## src/rtl/wptr_full_ctrl.sv

```systemverilog
// Write-side pointer/full controller for the dual-clock FIFO: binary/Gray write pointer,
// read-pointer synchronizer, registered full and sticky overflow. Optional level path: WPTR_FULL_STATUS_EN.
module wptr_full_ctrl #(
  parameter int ADDRWIDTH   = 4,
  parameter int AFULL_LEVEL = 14
) (
  input  logic                 wclk,
  input  logic                 wrst,
  input  logic                 winc,
  input  logic [ADDRWIDTH:0]   rptr,
  input  logic                 woverflow_clr,
  output logic [ADDRWIDTH-1:0] waddr,
  output logic                 wclken,
  output logic                 wfull,
  output logic [ADDRWIDTH:0]   wptr,
  output logic                 woverflow,
  output logic [ADDRWIDTH:0]   wlevel,
  output logic                 walmost_full
);
  localparam int A = ADDRWIDTH;

  logic [A:0] wbin_reg, wbin_next, wgray_next;
  logic [A:0] wptr_reg, rq1_reg, rq2_reg;
  logic       wfull_reg, wfull_next, woverflow_reg, accepted;

  assign accepted   = winc & ~wfull_reg;
  assign wbin_next  = wbin_reg + {{A{1'b0}}, accepted};
  assign wgray_next = (wbin_next >> 1) ^ wbin_next;
  // Full when the next write pointer has lapped the synchronized read pointer by exactly one pass.
  assign wfull_next = (wgray_next == {~rq2_reg[A:A-1], rq2_reg[A-2:0]});

  always_ff @(posedge wclk) begin
    if (wrst) begin
      wbin_reg      <= '0;
      wptr_reg      <= '0;
      rq1_reg       <= '0;
      rq2_reg       <= '0;
      wfull_reg     <= 1'b0;
      woverflow_reg <= 1'b0;
    end else begin
      wbin_reg  <= wbin_next;
      wptr_reg  <= wgray_next;
      rq1_reg   <= rptr;
      rq2_reg   <= rq1_reg;
      wfull_reg <= wfull_next;
      if (winc && wfull_reg)
        woverflow_reg <= 1'b1;
      else if (woverflow_clr)
        woverflow_reg <= 1'b0;
    end
  end

  assign waddr     = wbin_reg[A-1:0];
  assign wclken    = winc;
  assign wfull     = wfull_reg;
  assign wptr      = wptr_reg;
  assign woverflow = woverflow_reg;

`ifdef WPTR_FULL_STATUS_EN
  logic [A:0] rbin;
  logic [A:0] wlevel_reg, wlevel_next;
  logic       walmost_full_reg, walmost_full_next;

  // Each binary bit is the XOR of all Gray bits at or above it.
  for (genvar gi = 0; gi <= A; gi++) begin : g_gray2bin
    assign rbin[gi] = ^rq2_reg[A:gi];
  end

  assign wlevel_next       = wbin_next - rbin;
  assign walmost_full_next = (wlevel_next >= (A+1)'(AFULL_LEVEL));

  always_ff @(posedge wclk) begin
    if (wrst) begin
      wlevel_reg       <= '0;
      walmost_full_reg <= 1'b0;
    end else begin
      wlevel_reg       <= wlevel_next;
      walmost_full_reg <= walmost_full_next;
    end
  end

  assign wlevel       = wlevel_reg;
  assign walmost_full = walmost_full_reg;
`else
  assign wlevel       = '0;
  assign walmost_full = 1'b0;
`endif

endmodule

```

## config.mk

```make
export PLATFORM = sky130hd
export DESIGN_NAME = wptr_full_ctrl
export DESIGN_NICKNAME = d
export VERILOG_FILES = /design/src/rtl/wptr_full_ctrl.sv
export SDC_FILE = /design/constraint.sdc
export NUM_CORES = 1
export LEC_CHECK = 0
export ABC_AREA = 1
export CAP_MARGIN = 20
export CORE_MARGIN = 10
export CORE_UTILIZATION = 25
export CTS_CLUSTER_SIZE = 20
export DETAILED_ROUTE_END_ITERATION = 10
export DONT_BUFFER_PORTS = 1
export SLEW_MARGIN = 20
export SYNTH_ARGS = -nofsm -noshare
export SYNTH_HDL_FRONTEND = slang
export SYNTH_SLANG_ARGS = --single-unit
```

## constraint.sdc

```tcl
create_clock -name wclk -period 3.05 [get_ports wclk]
set_input_delay 0.305 -clock wclk [delete_from_list [all_inputs] [get_ports wclk]]
set_output_delay 0.305 -clock wclk [all_outputs]
set_load 0.02 [all_outputs]
```

==> reports/results.ini <==
[yosys]
synth_edf_count=0
synth_warnings=0
synth.distinct_cells=19
syn_area_um2=932
synth.yosys.seq_area_share=0.451
yosys-top-cells-area=dfxtp_1 (45%), nand2_1 (11%), inv_1 (8.1%)
avgSynthCellArea_um2=7.28
async_reset_ff_frac=0
ys_ff_latch=21
yosys-top-cells-count=nand2_1 (28), dfxtp_1 (21), inv_1 (20)
synth_top_area_frac=0.451
postSynthCellCount=128
synth_top_flop_cell=dfxtp_1
synth_most_common_cell=nand2_1
synth_top_cell_by_area=dfxtp_1

[die]
die_h_um=81.1
die_w_um=81.1
dieArea_um2=6570
pin_count=27
core_um2=3630
initial_core_util=0.257
rows=22

[routing]
post_drt_wl_per_cell_um=10.4
vias_per_cell=3.95
postRouteWirelength_um=1810
vias=691
first_iter_violations=59
drt.antenna.violating_nets=0
first_pass_iters=4
post-route-drc-count=0

[worst_setup_path]
r2r-end=wfull$_SDFF_PP0_
worstPathArrival_ps=2070
reg2reg_setup_slack_ps=1180
critPathMaxFanout=4
required_ps=3250
worstReg2RegStart=wfull$_SDFF_PP0_
cp-end-kind=flop
start_kind=flop
worstRegToRegCells=12
crit_type=flop to flop

[layout]
area_growth_syn_to_layout_pct=5.50
nNetsFinal=139
antennaDiodeCount=0
drive_above_1_share=0.126

[sta]
period_needed_ps=1870
skew_ps=1.23
relSlewSlack=0.648
rsz0062_at_grt=false
tns_ps=0
post-route-period-util=0.612
max_slew.worst_pin.slew_ps=528
hold_violations=0
setup_viol=0
finalMaxSlewViolations=0
fmax_mhz=536

[clock_network]
clkLatencyLatePin_ps=260
cts_made_buffers=3
cts_setup_buffers=0
cts_tree=yes
cts_sinks=21
clock_path_buffers=2
ctsHoldBuffers=0
cts-root-buf=clkbuf_8
htree_levels=1
cts_resized=0
cts.reportedPaths.clkPinSlew_ps=70

[power]
p_per_area_nw_per_um2=538
total_power_mw=0.529
leakagePower_nw=0.476
irDropWorstVdd_mv=0.246

[min_path]
hold_start=wrst
hold-path-endpoint=rq1_reg[0]$_SDFF_PP0_
hold_class=input pin to flop
worstHoldPathCells=1

[run_status]
status=finished clean

[grt]
grt_pass1_wl_um=3110
antenna_found_initial=0
grt_pass1_vias=665
grt_overflow=0
grt_max_degree=21
gr-usage-all-layers=0.0617

[place]
portBuffers=0
gp_congestion=0.754
dpl.hpwl_um=1430

[run]
cap_violations=0

## metal layers
layer / wire length (um) / vias to the layer above / part of all wire / global-route usage
met5: 0 / - / 0 / 0
met2: 830 / 22 / 0.46 / 0.0924
li1: - / 366 / - / -
met4: 31 / 0 / 0.017 / 0.0260
met1: 794 / 298 / 0.44 / 0.0687
met3: 157 / 5 / 0.087 / 0.0386
## worst max-delay path, stage by stage, from the launching register on
cell and delay [ps]:
dfxtp_1 480, nor2_1 90, ha_1 240, ha_1 340, inv_2 90, nand2_1 80
nand3_1 70, nand2_1 60, nor2_2 80, nand3_1 60, nor2_1 90, nand2_1 70
nor2_2 70
## cells by family (layout without fill, tap and decap cells)
logic type | after synthesis | after routing | share of synthesized area
and+or+nand+nor | 66 | 66 | 0.317
buffers and inverters | 33 | 27 | 0.170
DFF | 21 | 21 | 0.451
AOI/OAI and AO/OA | 4 | 4 | 0.0215
adders and majority gates | 2 | 2 | 0.0268
other | 1 | 6 | 0.00402
xor gates and xnor gates | 1 | 1 | 0.00940
## where the power goes
part	switching, mW	total [mW]	leakage, nW	internal (mW)
clock	0.0852	0.178	0.0228	0.0930
sequential	0.0161	0.303	0.172	0.287
combinational	0.0316	0.0477	0.281	0.0161
total	0.133	0.529	0.476	0.396
## worst max path at each step
stage | start | end | slack (ps) | cells past startpoint
6_report | wfull$_SDFF_PP0_ | wfull$_SDFF_PP0_ | 1180 | 12
5_1_grt | wfull$_SDFF_PP0_ | wfull$_SDFF_PP0_ | 990 | 12
4_1_cts | wfull$_SDFF_PP0_ | wfull$_SDFF_PP0_ | 1170 | 12
3_5_place_dp | wfull$_SDFF_PP0_ | wfull$_SDFF_PP0_ | 1200 | 12
3_3_place_gp | wfull$_SDFF_PP0_ | wfull$_SDFF_PP0_ | 1230 | 12
2_1_floorplan | wfull$_SDFF_PP0_ | wfull$_SDFF_PP0_ | 1350 | 12
## per-stage QoR
step | instances | cell area [um2] | utilization | setup WS [ps] | hold WS, ps
floorplan | 133 | 951 | - | 1350 | 388
global placement | 171 | 938 | 0.258 | 1230 | 378
detailed placement | 171 | 938 | 0.258 | 1200 | 380
CTS | 175 | 983 | 0.271 | 1170 | 94.2
global route | 175 | 983 | 0.271 | 990 | 83.4
finish | 175 | 983 | 0.271 | 1180 | 105
## layout make-up
class | instances | area [um2]
Fill cell | 423 | 2650
Sequential cell | 21 | 420
Multi-Input combinational cell | 79 | 372
Inverter | 23 | 86.3
Tap cell | 48 | 60.1
Clock buffer | 4 | 45.0
## layout by cell type (no fill, tap or decap), drive strengths merged
cell type	Yosys	layout
a21oi	4	4
and3	1	1
clkbuf	1	4
conb	1	6
dfxtp	21	21
ha	2	2
inv	23	23
nand2	35	35
nand3	6	6
nand4	4	4
nor2	20	20
xnor2	1	1
(Power assumes the default switching activity.)
